===== src/rtl/faerie_uart.sv =====
// Memory-mapped 8N1 UART for the Faerie CPU bus: TX FIFO + shifter, optional RX path.
// Define FAERIE_UART_RX_EN to build the receiver, RX FIFO and the overrun/framing flags.
module faerie_uart #(
  parameter logic [15:0] BASE       = 16'hf000,
  parameter int unsigned FIFO_DEPTH = 4,
  parameter logic [15:0] DIV_RESET  = 16'd103
) (
  input  logic        clk,
  input  logic        rst,
  input  logic        re,
  input  logic        we,
  input  logic [15:0] addr,
  input  logic [7:0]  wdata,
  output logic [7:0]  rdata,
  output logic        tx,
  input  logic        rx
);

  localparam int unsigned PW = $clog2(FIFO_DEPTH);
  localparam int unsigned CW = PW + 1;

  localparam logic [1:0] OFF_DATA   = 2'd0;
  localparam logic [1:0] OFF_STATUS = 2'd1;
  localparam logic [1:0] OFF_DIVL   = 2'd2;
  localparam logic [1:0] OFF_DIVH   = 2'd3;

  typedef enum logic [1:0] {TX_IDLE, TX_START, TX_DATA, TX_STOP} tx_state_t;

  logic        hit;
  logic [1:0]  off;
  logic        wr_data, rd_data, wr_status;
  logic [15:0] div;

  assign hit       = (addr[15:2] == BASE[15:2]);
  assign off       = addr[1:0];
  assign wr_data   = we && hit && (off == OFF_DATA);
  assign rd_data   = re && hit && (off == OFF_DATA);
  assign wr_status = we && hit && (off == OFF_STATUS);

  // Baud divider register, byte-writable
  always_ff @(posedge clk) begin
    if (rst) begin
      div <= DIV_RESET;
    end else if (we && hit) begin
      if (off == OFF_DIVL) div[7:0]  <= wdata;
      if (off == OFF_DIVH) div[15:8] <= wdata;
    end
  end

  // ---------------- TX FIFO ----------------
  logic [7:0]    tx_mem [FIFO_DEPTH];
  logic [PW-1:0] tx_wp, tx_rp;
  logic [CW-1:0] tx_cnt;
  logic          tx_full, tx_empty, tx_push, tx_pop;

  assign tx_full  = (tx_cnt == CW'(FIFO_DEPTH));
  assign tx_empty = (tx_cnt == '0);
  assign tx_push  = wr_data && !tx_full;

  always_ff @(posedge clk) begin
    if (tx_push) tx_mem[tx_wp] <= wdata;
  end

  always_ff @(posedge clk) begin
    if (rst) begin
      tx_wp  <= '0;
      tx_rp  <= '0;
      tx_cnt <= '0;
    end else begin
      if (tx_push) tx_wp <= tx_wp + PW'(1);
      if (tx_pop)  tx_rp <= tx_rp + PW'(1);
      case ({tx_push, tx_pop})
        2'b10:   tx_cnt <= tx_cnt + CW'(1);
        2'b01:   tx_cnt <= tx_cnt - CW'(1);
        default: tx_cnt <= tx_cnt;
      endcase
    end
  end

  // ---------------- TX shifter FSM ----------------
  tx_state_t   tx_state, tx_state_n;
  logic [15:0] tx_tick, tx_tick_n;
  logic [2:0]  tx_bit, tx_bit_n;
  logic [7:0]  tx_shift, tx_shift_n;
  logic        tx_n;

  always_ff @(posedge clk) begin
    if (rst) begin
      tx_state <= TX_IDLE;
      tx_tick  <= '0;
      tx_bit   <= '0;
      tx_shift <= '0;
      tx       <= 1'b1;
    end else begin
      tx_state <= tx_state_n;
      tx_tick  <= tx_tick_n;
      tx_bit   <= tx_bit_n;
      tx_shift <= tx_shift_n;
      tx       <= tx_n;
    end
  end

  // Bit counter reloads from div only at boundaries, so divider writes never cut a bit short
  always_comb begin
    tx_state_n = tx_state;
    tx_tick_n  = tx_tick;
    tx_bit_n   = tx_bit;
    tx_shift_n = tx_shift;
    tx_pop     = 1'b0;
    tx_n       = 1'b1;
    case (tx_state)
      TX_IDLE: begin
        if (!tx_empty) begin
          tx_pop     = 1'b1;
          tx_shift_n = tx_mem[tx_rp];
          tx_tick_n  = div;
          tx_state_n = TX_START;
        end
      end
      TX_START: begin
        if (tx_tick == '0) begin
          tx_tick_n  = div;
          tx_bit_n   = '0;
          tx_state_n = TX_DATA;
        end else begin
          tx_tick_n = tx_tick - 16'd1;
        end
      end
      TX_DATA: begin
        if (tx_tick == '0) begin
          tx_tick_n  = div;
          tx_shift_n = {1'b0, tx_shift[7:1]};
          if (tx_bit == 3'd7) tx_state_n = TX_STOP;
          else                tx_bit_n   = tx_bit + 3'd1;
        end else begin
          tx_tick_n = tx_tick - 16'd1;
        end
      end
      TX_STOP: begin
        if (tx_tick == '0) tx_state_n = TX_IDLE;
        else               tx_tick_n  = tx_tick - 16'd1;
      end
      default: tx_state_n = TX_IDLE;
    endcase
    case (tx_state_n)
      TX_START: tx_n = 1'b0;
      TX_DATA:  tx_n = tx_shift_n[0];
      default:  tx_n = 1'b1;
    endcase
  end

  logic tx_busy;
  assign tx_busy = !tx_empty || (tx_state != TX_IDLE);

  // ---------------- RX path ----------------
  logic       rx_avail, overrun, framing;
  logic [7:0] rx_head;

`ifdef FAERIE_UART_RX_EN
  typedef enum logic [2:0] {RX_IDLE, RX_START, RX_DATA, RX_STOP, RX_BREAK} rx_state_t;

  logic rx_s1, rx_s2;

  always_ff @(posedge clk) begin
    if (rst) begin
      rx_s1 <= 1'b1;
      rx_s2 <= 1'b1;
    end else begin
      rx_s1 <= rx;
      rx_s2 <= rx_s1;
    end
  end

  logic [7:0]    rx_mem [FIFO_DEPTH];
  logic [PW-1:0] rx_wp, rx_rp;
  logic [CW-1:0] rx_cnt;
  logic          rx_full, rx_push, rx_pop;

  assign rx_full  = (rx_cnt == CW'(FIFO_DEPTH));
  assign rx_avail = (rx_cnt != '0);
  assign rx_pop   = rd_data && rx_avail;
  assign rx_head  = rx_avail ? rx_mem[rx_rp] : 8'h00;

  rx_state_t   rx_state, rx_state_n;
  logic [15:0] rx_tick, rx_tick_n;
  logic [2:0]  rx_bit, rx_bit_n;
  logic [7:0]  rx_shift, rx_shift_n;
  logic        ovr_set, fe_set;
  logic [16:0] rx_half;
  logic [15:0] rx_first;

  // Start bit is sampled (div+1)/2 cycles after the falling edge
  assign rx_half  = (17'(div) + 17'd1) >> 1;
  assign rx_first = (rx_half == '0) ? 16'd0 : 16'(rx_half - 17'd1);

  always_ff @(posedge clk) begin
    if (rx_push) rx_mem[rx_wp] <= rx_shift;
  end

  always_ff @(posedge clk) begin
    if (rst) begin
      rx_wp    <= '0;
      rx_rp    <= '0;
      rx_cnt   <= '0;
      rx_state <= RX_IDLE;
      rx_tick  <= '0;
      rx_bit   <= '0;
      rx_shift <= '0;
      overrun  <= 1'b0;
      framing  <= 1'b0;
    end else begin
      if (rx_push) rx_wp <= rx_wp + PW'(1);
      if (rx_pop)  rx_rp <= rx_rp + PW'(1);
      case ({rx_push, rx_pop})
        2'b10:   rx_cnt <= rx_cnt + CW'(1);
        2'b01:   rx_cnt <= rx_cnt - CW'(1);
        default: rx_cnt <= rx_cnt;
      endcase
      rx_state <= rx_state_n;
      rx_tick  <= rx_tick_n;
      rx_bit   <= rx_bit_n;
      rx_shift <= rx_shift_n;
      if (ovr_set)                     overrun <= 1'b1;
      else if (wr_status && wdata[4])  overrun <= 1'b0;
      if (fe_set)                      framing <= 1'b1;
      else if (wr_status && wdata[5])  framing <= 1'b0;
    end
  end

  always_comb begin
    rx_state_n = rx_state;
    rx_tick_n  = rx_tick;
    rx_bit_n   = rx_bit;
    rx_shift_n = rx_shift;
    rx_push    = 1'b0;
    ovr_set    = 1'b0;
    fe_set     = 1'b0;
    case (rx_state)
      RX_IDLE: begin
        if (!rx_s2) begin
          rx_tick_n  = rx_first;
          rx_state_n = RX_START;
        end
      end
      RX_START: begin
        if (rx_tick == '0) begin
          if (rx_s2) begin
            rx_state_n = RX_IDLE;
          end else begin
            rx_tick_n  = div;
            rx_bit_n   = '0;
            rx_state_n = RX_DATA;
          end
        end else begin
          rx_tick_n = rx_tick - 16'd1;
        end
      end
      RX_DATA: begin
        if (rx_tick == '0) begin
          rx_tick_n  = div;
          rx_shift_n = {rx_s2, rx_shift[7:1]};
          if (rx_bit == 3'd7) rx_state_n = RX_STOP;
          else                rx_bit_n   = rx_bit + 3'd1;
        end else begin
          rx_tick_n = rx_tick - 16'd1;
        end
      end
      RX_STOP: begin
        if (rx_tick == '0) begin
          if (rx_s2) begin
            rx_state_n = RX_IDLE;
            if (rx_full) ovr_set = 1'b1;
            else         rx_push = 1'b1;
          end else begin
            fe_set     = 1'b1;
            rx_state_n = RX_BREAK;
          end
        end else begin
          rx_tick_n = rx_tick - 16'd1;
        end
      end
      RX_BREAK: begin
        if (rx_s2) rx_state_n = RX_IDLE;
      end
      default: rx_state_n = RX_IDLE;
    endcase
  end
`else
  logic unused_rx;
  assign unused_rx = rx ^ wr_status ^ rd_data;
  assign rx_avail  = 1'b0;
  assign overrun   = 1'b0;
  assign framing   = 1'b0;
  assign rx_head   = 8'h00;
`endif

  // Read port: one-cycle latency, zero whenever this window was not read
  always_ff @(posedge clk) begin
    if (rst) begin
      rdata <= 8'h00;
    end else if (re && hit) begin
      case (off)
        OFF_DATA:   rdata <= rx_head;
        OFF_STATUS: rdata <= {2'b00, framing, overrun, rx_avail, tx_busy, tx_empty, tx_full};
        OFF_DIVL:   rdata <= div[7:0];
        OFF_DIVH:   rdata <= div[15:8];
        default:    rdata <= 8'h00;
      endcase
    end else begin
      rdata <= 8'h00;
    end
  end

endmodule


===== config.mk =====
export PLATFORM = sky130hd
export DESIGN_NAME = faerie_uart
export DESIGN_NICKNAME = d
export VERILOG_FILES = /design/src/rtl/faerie_uart.sv
export SDC_FILE = /design/constraint.sdc
export NUM_CORES = 1
export LEC_CHECK = 0
export BUFFER_PORTS_ARGS = -buffer_cell sky130_fd_sc_hd__buf_2
export CELL_PAD_IN_SITES_DETAIL_PLACEMENT = 1
export CELL_PAD_IN_SITES_GLOBAL_PLACEMENT = 1
export CORE_MARGIN = 3
export CORE_UTILIZATION = 25
export CTS_CLUSTER_DIAMETER = 150
export DETAILED_ROUTE_END_ITERATION = 16
export GPL_ROUTABILITY_DRIVEN = 0
export PLACE_DENSITY_LB_ADDON = 0.1
export SLEW_MARGIN = 10
export SYNTH_ARGS = -nofsm -noshare
export SYNTH_HDL_FRONTEND = slang
export SYNTH_SLANG_ARGS = --single-unit

===== constraint.sdc =====
create_clock -name clk -period 6.4 [get_ports clk]
set_input_delay 0.64 -clock clk [delete_from_list [all_inputs] [get_ports clk]]
set_output_delay 0.64 -clock clk [all_outputs]
set_load 0.1 [all_outputs]

==> flow_summary.yaml, run 1 <==
status:
  status: "complete, no violations"
timing:
  period_share: 0.4394
  rsz0062_at_grt: "false"
  fin_crit_ns: 2.812
  fin_skew_ns: 0.005964
  hold_viol: 0
  setup_viol: 0
  final.setup.tns_ns: 0
  setup_ws_ns: 3.588
  max_freq_ghz: 0.3556
  worst_pin_slew_ns: 1.175
  maxSlewViolCount: 0
  slew-limit-headroom: 0.2166
setup_path:
  critical_path_class: "reg -> reg"
  end_kind: "flop"
  startpoint_type: "flop"
  crit_required_ns: 6.67
  critical_path.max_fanout: 12
  worstPathArrival_ns: 3.09
floorplanning:
  die_area_mm2: 0.01958
  pin_count: 38
  core-area_mm2: 0.01742
  start_util: 0.2575
  rows: 48
  die_w_um: 139.9
  dieHeight_um: 139.9
global_routing:
  grt_max_degree: 51
  antenna_found_initial: 1
  track_usage: 0.1276
  use_met1: 0.1818
  grt_pass1_wl_mm: 19.40
  grt_overflow: 0
  grt_pass1_vias: 3397
  met3_usage: 0.02458
  busiest_layer: "met2"
  met2_usage: 0.1940
cells_and_area:
  final_core_util: 0.2926
  fin_cells: 662
  syn_to_final_growth_pct: 13.64
  fin_area_mm2: 0.005096
  antenna_cells: 0
  nets: 475
  drive_above_1_share: 0.1831
routing:
  via_per_inst: 4.849
  via_count: 3210
  wl_mm: 12.04
  drt-initial-drc-count: 201
  firstDrtPassIters: 4
  drc: 0
  wl_per_cell_um: 18.19
  ant_nets: 0
yosys:
  synthDistinctLibCells: 60
  synthCells: 409
  syn_area_per_cell_um2: 10.96
  synth_top_cells_by_count: "dfxtp_1 (63), nor2_1 (52), edfxtp_1 (32)"
  ys_seq_elements: 95
  postSynth.asyncResetShare: 0
  ys_warn_count: 0
  synth.net_count: 452
  ys.flop_type: "dfxtp_1"
  yosysSeqAreaShare: 0.4955
  synthTopCellsByArea: "dfxtp_1 (28%), edfxtp_1 (21%), mux2i_1 (6.5%)"
  synth_top_area_share: 0.2813
  yosys.area.top_type: "dfxtp_1"
  syn_area_mm2: 0.004484
  synth-edff-count: 32
  synth_most_common_cell: "dfxtp_1"
cts:
  cts_tree: "yes"
  cts_hold_buf: 0
  cts-root-buf: "clkbuf_16"
  path_clk_slew_ns: 0.07
  postCtsSetupBuffers: 0
  cts.path.max_buffers: 2
  cts_made_buffers: 9
  clock_sinks: 95
  htree_levels: 3
  clk_latency_ns: 0.34
  cts_resized: 0
power:
  powerDensity_mw_per_mm2: 267.6
  p_leak_nw: 1.824
  ir_drop_uv: 135.4
run:
  maxCapViolations: 0
placement:
  hpwl_mm: 8.503
  portBuffers: 36
  place_area_mm2: 0.004806
  pre_cts_slack_ns: 3.264
  dp_cells: 646
hold_path:
  hp-class: "reg -> reg"
-- metrics by stage --
step | hold slack (ns) | total power [mW]
floorplan | 0.4504 | 0.7987
global placement | 0.4685 | 0.8475
detailed placement | 0.4705 | 0.8471
CTS | 0.4823 | 1.389
global route | 0.5095 | 1.434
finish | 0.4760 | 1.364
-- metal layers --
layer  vias up  routed length [um]
li1       1567                   -
met1      1573                6111
met2        54                5373
met3        14                 360
met4         2                 184
met5         -                  13
-- worst paths after layout --
check                            startpoint           to  slack (ns)  cells past startpoint
worst min register to register  tx_shift[7]  tx_shift[7]        0.48                      2
worst max-delay path            tx_state[1]    tx_cnt[2]        3.59                      9
worst min-delay path            tx_shift[7]  tx_shift[7]        0.48                      2
worst max register to register  tx_state[1]    tx_cnt[2]        3.59                      9
-- report_power, final --
| part | switching (mW) | internal, mW |
|---|---|---|
| clock network | 0.252 | 0.281 |
| registers | 0.00850 | 0.632 |
| logic | 0.128 | 0.0621 |
-- layout by cell type (no fill, tap or decap), drive strengths merged, types with 5 or more instances in the layout --
cell	instances
a211oi	9
a21oi	19
a22oi	11
a31oi	5
a32oi	7
and2	10
buf	37
clkbuf	10
dfxtp	63
edfxtp	32
ha	13
inv	28
mux2i	29
mux4	8
nand2	16
nand3	9
nand4	8
nor2	52
nor3	5
nor4	7
o32ai	10
-- kinds of logic after synthesis --
kind of cell / count (synthesis) / synth area share
AO/OA/AOI/OAI: 77 / 0.1381
adder cells (fa/ha/maj): 14 / 0.04074
buffers and inverters: 50 / 0.05385
multiplexers: 37 / 0.1049
AND/OR/NAND/NOR: 131 / 0.1571
XOR/XNOR: 5 / 0.009767
flip-flops: 95 / 0.4955
-- sequential cells by signal (all words and copies together), names as in the netlist, named ones only --
signal and cells:
tx_mem 32, div 16, tx_tick 16, rdata 8
tx_shift 8, tx_bit 3, tx_cnt 3, tx_rp 2
tx_state 2, tx_wp 2, tx 1
-- layout make-up --
class	count	area, um^2
Clock buffer	10	239.0
Clock inverter	6	51.30
Fill cell	1952	12320
Inverter	25	93.84
Multi-Input combinational cell	264	2021
Sequential cell	95	2222
Tap cell	225	281.5
Timing Repair Buffer	37	187.7
-- worst max-delay path, cell delays in order (launching register included) --
cell     delay (ns)
dfxtp_1        0.35
inv_1          0.12
ha_1           0.35
o31a_1         0.57
ha_1           0.29
inv_1          0.06
fa_1           0.37
xor2_1         0.18
or3_1          0.31
a21oi_1        0.15
Note: power is estimated with default switching activity, not from simulation.
==> run 2: changes to the inputs <==
==> constraint.sdc (replaced) <==
create_clock -name clk -period 2.55 [get_ports clk]
set_input_delay 0.255 -clock clk [delete_from_list [all_inputs] [get_ports clk]]
set_output_delay 0.255 -clock clk [all_outputs]
set_load 0.1 [all_outputs]
==> flow_summary.yaml, run 2 (synthesis results as in run 1) <==
floorplanning:
  pin_count: 38
  rows: 48
  die_w_um: 139.9
  dieHeight_um: 139.9
  start_util: 0.2575
  die_area_mm2: 0.01958
  core-area_mm2: 0.01742
cts:
  htree_levels: 3
  cts.path.max_buffers: 2
  clock_sinks: 95
  cts-root-buf: "clkbuf_16"
  clk_latency_ns: 0.35
  postCtsSetupBuffers: 0
  cts_tree: "yes"
  cts_hold_buf: 0
  cts_resized: 0
  path_clk_slew_ns: 0.07
  cts_made_buffers: 9
global_routing:
  grt_pass1_vias: 3524
  track_usage: 0.1299
  antenna_found_initial: 0
  grt_overflow: 0
  grt_pass1_wl_mm: 19.82
  busiest_layer: "met2"
  use_met1: 0.1854
  grt_max_degree: 50
  met3_usage: 0.02083
  met2_usage: 0.1985
timing:
  setup_ws_ns: 0.1895
  fin_skew_ns: 0.008023
  max_freq_ghz: 0.4236
  maxSlewViolCount: 0
  fin_crit_ns: 2.361
  final.setup.tns_ns: 0
  period_share: 0.9257
  hold_viol: 0
  setup_viol: 0
  worst_pin_slew_ns: 0.6443
  slew-limit-headroom: 0.5704
  rsz0062_at_grt: "false"
cells_and_area:
  final_core_util: 0.3018
  seq_area_mm2: 0.002222
  largest_reg_flops: 32
  reg_top3: "tx_mem (32), div (16), tx_tick (16)"
  multi_input_area_mm2: 0.002028
  nets: 492
  final_cell_mix: "dfxtp_1 (63), nor2_1 (52), buf_2 (36)"
  layout_commonest_cell: "dfxtp_1"
  syn_to_final_growth_pct: 17.22
  n_fill_cell: 1991
  regMostFlops: "tx_mem"
  drive_above_1_share: 0.2137
setup_path:
  slowest_stage: "nor4b_2"
  path_cells: "inv_1 > ha_1 > nor4b_2 > nand4_2 > a22o_1 > buf_12 > a32oi_1 > o32ai_1"
  crit_required_ns: 2.76
  critical_path_class: "reg -> reg"
  end_kind: "flop"
  startpoint_type: "flop"
  critical_path.max_fanout: 30
  critPathMaxStageDelay_ns: 0.40
  worstPathArrival_ns: 2.57
routing:
  via_per_inst: 4.866
  ant_nets: 0
  wl_mm: 12.26
  via_count: 3309
  firstDrtPassIters: 4
  drc: 0
  wl_per_cell_um: 18.03
  drt-initial-drc-count: 167
power:
  ir_drop_uv: 306.0
  powerDensity_mw_per_mm2: 670.0
  p_leak_nw: 1.926
hold_path:
  hp-class: "in -> reg"
placement:
  portBuffers: 36
  pre_cts_slack_ns: 0.1343
  hpwl_mm: 8.858
run:
  maxCapViolations: 0
status:
  status: "complete, no violations"
run 2: cell type report:
type	instances	share of cell area
Sequential cell	95	0.4228
Inverter	25	0.01785
Clock buffer	9	0.04285
Multi-Input combinational cell	264	0.3859
Clock inverter	7	0.01428
Tap cell	225	0.05356
Timing Repair Buffer	54	0.06237
Antenna cell	1	0.0004761
run 2: final timing paths:
| check | end | slack, ns | from | cells past startpoint |
|---|---|---|---|---|
| max | tx_tick[9] | 0.19 | tx_tick[0] | 8 |
| min | tx_mem[3][7] | 0.16 | wdata[7] | 1 |
| max reg2reg | tx_tick[9] | 0.19 | tx_tick[0] | 8 |
| min reg2reg | tx_bit[1] | 0.51 | tx_bit[1] | 2 |
run 2: report_power, final:
part	internal, mW	total [mW]	leakage, nW	switching [mW]
combinational	0.171	0.506	0.979	0.335
sequential	1.59	1.61	0.796	0.0217
clock	0.772	1.41	0.151	0.634
total	2.53	3.52	1.93	0.991
run 2: per-stage QoR:
stage | hold WS [ns] | instance area, um^2 | total power, mW | instances
3_3_place_gp | 0.4786 | 4946 | 2.143 | 663
4_1_cts | 0.1467 | 5246 | 3.576 | 679
5_1_grt | 0.1744 | 5254 | 3.701 | 679
6_report | 0.1612 | 5256 | 3.522 | 680
3_5_place_dp | 0.4955 | 4946 | 2.150 | 663
2_1_floorplan | 0.3539 | 4484 | 2.005 | 409
run 2: critical path: cells and delay by family (launching register included):
kind                       cells  cell delay (ns)
adders and majority gates      1             0.17
and+or+nand+nor                2             0.72
AOI/OAI and AO/OA              3             0.68
buffers and inverters          2             0.32
DFF                            1             0.31
run 2: layer usage:
metal / share of wire / wire, um / vias up
li1: - / - / 1598
met1: 0.50 / 6170 / 1643
met2: 0.45 / 5537 / 57
met3: 0.028 / 345 / 11
met4: 0.017 / 210 / 0
met5: 0 / 0 / -
==> run 3: changes to the inputs <==
--- a/config.mk
+++ b/config.mk
@@ -5,16 +5,18 @@
 export SDC_FILE = /design/constraint.sdc
 export NUM_CORES = 1
 export LEC_CHECK = 0
+export ABC_AREA = 1
 export BUFFER_PORTS_ARGS = -buffer_cell sky130_fd_sc_hd__buf_2
 export CELL_PAD_IN_SITES_DETAIL_PLACEMENT = 1
 export CELL_PAD_IN_SITES_GLOBAL_PLACEMENT = 1
+export CORE_ASPECT_RATIO = 0.75
 export CORE_MARGIN = 3
 export CORE_UTILIZATION = 25
 export CTS_CLUSTER_DIAMETER = 150
 export DETAILED_ROUTE_END_ITERATION = 16
 export GPL_ROUTABILITY_DRIVEN = 0
 export PLACE_DENSITY_LB_ADDON = 0.1
-export SLEW_MARGIN = 10
+export SLEW_MARGIN = 5
 export SYNTH_ARGS = -nofsm -noshare
 export SYNTH_HDL_FRONTEND = slang
 export SYNTH_SLANG_ARGS = --single-unit
==> flow_summary.yaml, run 3 <==
setup_path:
  r2r_cells: 12
  ff2ff_setup_slack_ns: 0.34
  end_kind: "flop"
  critical_path.max_fanout: 11
  critical_path_class: "reg -> reg"
  worstSetupStartpoint: "tx_tick[0]"
  crit_required_ns: 2.84
  startpoint_type: "flop"
  endpoint: "tx_tick[1]"
  r2r-end: "tx_tick[1]"
  worstPathArrival_ns: 2.50
  r2r_start: "tx_tick[0]"
yosys:
  syn_area_per_cell_um2: 7.844
  yosys.area.top_type: "dfxtp_1"
  ys.flop_type: "dfxtp_1"
  synth_top_cells_by_count: "nand2_1 (97), nor2_1 (91), inv_1 (65)"
  synth_fa_ha_area_frac: 0.03921
  synthDistinctLibCells: 38
  synth.area.mux_share: 0
  syn_area_mm2: 0.004659
  synthTopCellsByArea: "dfxtp_1 (27%), edfxtp_1 (21%), nand2_1 (7.8%)"
  synth_xor_area_frac: 0.009398
  ys_warn_count: 0
  synth.net_count: 637
  synth_compound_area_frac: 0.1552
  yosys.area_share.simple: 0.2433
  synth_most_common_cell: "nand2_1"
  synthCells: 594
  synth-edff-count: 32
  ys_seq_elements: 95
  synth_top_family_by_area: "simple AND/OR/NAND/NOR gates"
  yosysSeqAreaShare: 0.4769
  postSynth.asyncResetShare: 0
  synth_top_area_share: 0.2707
floorplanning:
  core-area_mm2: 0.01797
  start_util: 0.2593
  die_w_um: 163.6
  die_area_mm2: 0.02033
  rows: 42
  dieHeight_um: 124.2
  pin_count: 38
hold_path:
  worstHoldPathCells: 1
  hp-class: "in -> reg"
  hold_start: "wdata[2]"
timing:
  final.setup.tns_ns: 0
  setup_ws_ns: 0.3372
  period_share: 0.8678
  hold_viol: 0
  slew-limit-headroom: 0.6705
  setup_viol: 0
  rsz0062_at_grt: "false"
  max_freq_ghz: 0.4519
  maxSlewViolCount: 0
  fin_crit_ns: 2.213
  worst_pin_slew_ns: 0.4976
  fin_skew_ns: 0.01131
global_routing:
  grt_pass1_vias: 4126
  grt_max_degree: 30
  grt_pass1_wl_mm: 23.14
  antenna_found_initial: 0
  track_usage: 0.1468
  grt_overflow: 0
placement:
  pre_cts_slack_ns: 0.2652
  dp_cells: 867
  portBuffers: 36
  place_area_mm2: 0.005149
  hpwl_mm: 10.73
cells_and_area:
  nets: 679
  syn_to_final_growth_pct: 17.40
  layout_commonest_cell: "nand2_1"
  drive_above_1_share: 0.1357
  antenna_cells: 0
  largest_reg_flops: 32
  final_cell_mix: "nand2_1 (97), nor2_1 (91), inv_1 (65)"
  fin_area_mm2: 0.005470
  reg_top3: "tx_mem (32), div (16), tx_tick (16)"
  fin_cells: 883
  regMostFlops: "tx_mem"
power:
  ir_drop_uv: 357.0
  p_leak_nw: 2.291
  powerDensity_mw_per_mm2: 1008
cts:
  clock_sinks: 95
  cts-root-buf: "clkbuf_16"
  path_clk_slew_ns: 0.07
  postCtsSetupBuffers: 0
  clk_latency_ns: 0.35
  htree_levels: 3
  cts.path.max_buffers: 2
  cts_resized: 0
  cts_hold_buf: 0
  cts_made_buffers: 9
  cts_tree: "yes"
run:
  maxCapViolations: 0
routing:
  ant_nets: 0
  via_per_inst: 4.618
  drt-initial-drc-count: 186
  wl_mm: 14.40
  firstDrtPassIters: 4
  wl_per_cell_um: 16.31
  drc: 0
  via_count: 4078
status:
  status: "complete, no violations"
run 3: cells by family (layout without fill, tap and decap cells):
kind of cell             count (synthesis)  count (layout)
XOR/XNOR                                 5               5
AND/OR/NAND/NOR                        260             260
AO/OA/AOI/OAI                          132             132
adder cells (fa/ha/maj)                 14              14
flip-flops                              95              95
buffers and inverters                   88             135
run 3: worst max-delay path, stage by stage, from the launching register on:
cell and delay, ns:
dfxtp_1 0.31, inv_1 0.14, ha_1 0.21, inv_1 0.05
nor2_1 0.11, nand2_1 0.08, nor2_2 0.16, nand2_2 0.15
o21ai_2 0.42, inv_1 0.17, o21ai_0 0.22, nor2_1 0.06
nor2_1 0.07
run 3: how the worst min path moves through the flow:
stage	endpoint	slack, ns
floorplan	tx_mem[0][0]	0.35
global placement	tx_shift[6]	0.44
detailed placement	tx_bit[2]	0.45
CTS	tx_mem[3][2]	0.17
global route	tx_mem[2][7]	0.18
finish	tx_mem[2][2]	0.17
run 3: final cells by class:
| cell class | instances | area (um^2) |
|---|---|---|
| clock buffer | 10 | 250.2 |
| tap | 242 | 302.8 |
| fill | 2197 | 12500 |
| clock inverter | 6 | 71.32 |
| inverter | 70 | 262.8 |
| sequential | 95 | 2222 |
| multi-input combinational | 411 | 2083 |
| timing repair buffer | 49 | 277.8 |
run 3: layer usage:
layer  track usage  up-vias  wire length [um]
met1        0.2270     1966              7881
met2        0.2078       56              5867
li1              -     2051                 -
met5             0        -                 0
met3       0.03498        5               556
met4       0.02536        0                93
run 3: through the flow:
step                  util  power, mW  hold slack, ns
floorplan                -      3.436          0.3539
detailed placement  0.2865      4.094          0.4501
global route        0.3044      5.961          0.1756
global placement    0.2865      4.062          0.4375
finish              0.3044      5.515          0.1742
CTS                 0.3044      5.588          0.1672
run 3: where the power goes:
| group | leakage [nW] | internal [mW] | switching, mW |
|---|---|---|---|
| logic | 1.33 | 0.651 | 1.53 |
| registers | 0.800 | 1.72 | 0.148 |
| clock network | 0.159 | 0.832 | 0.627 |
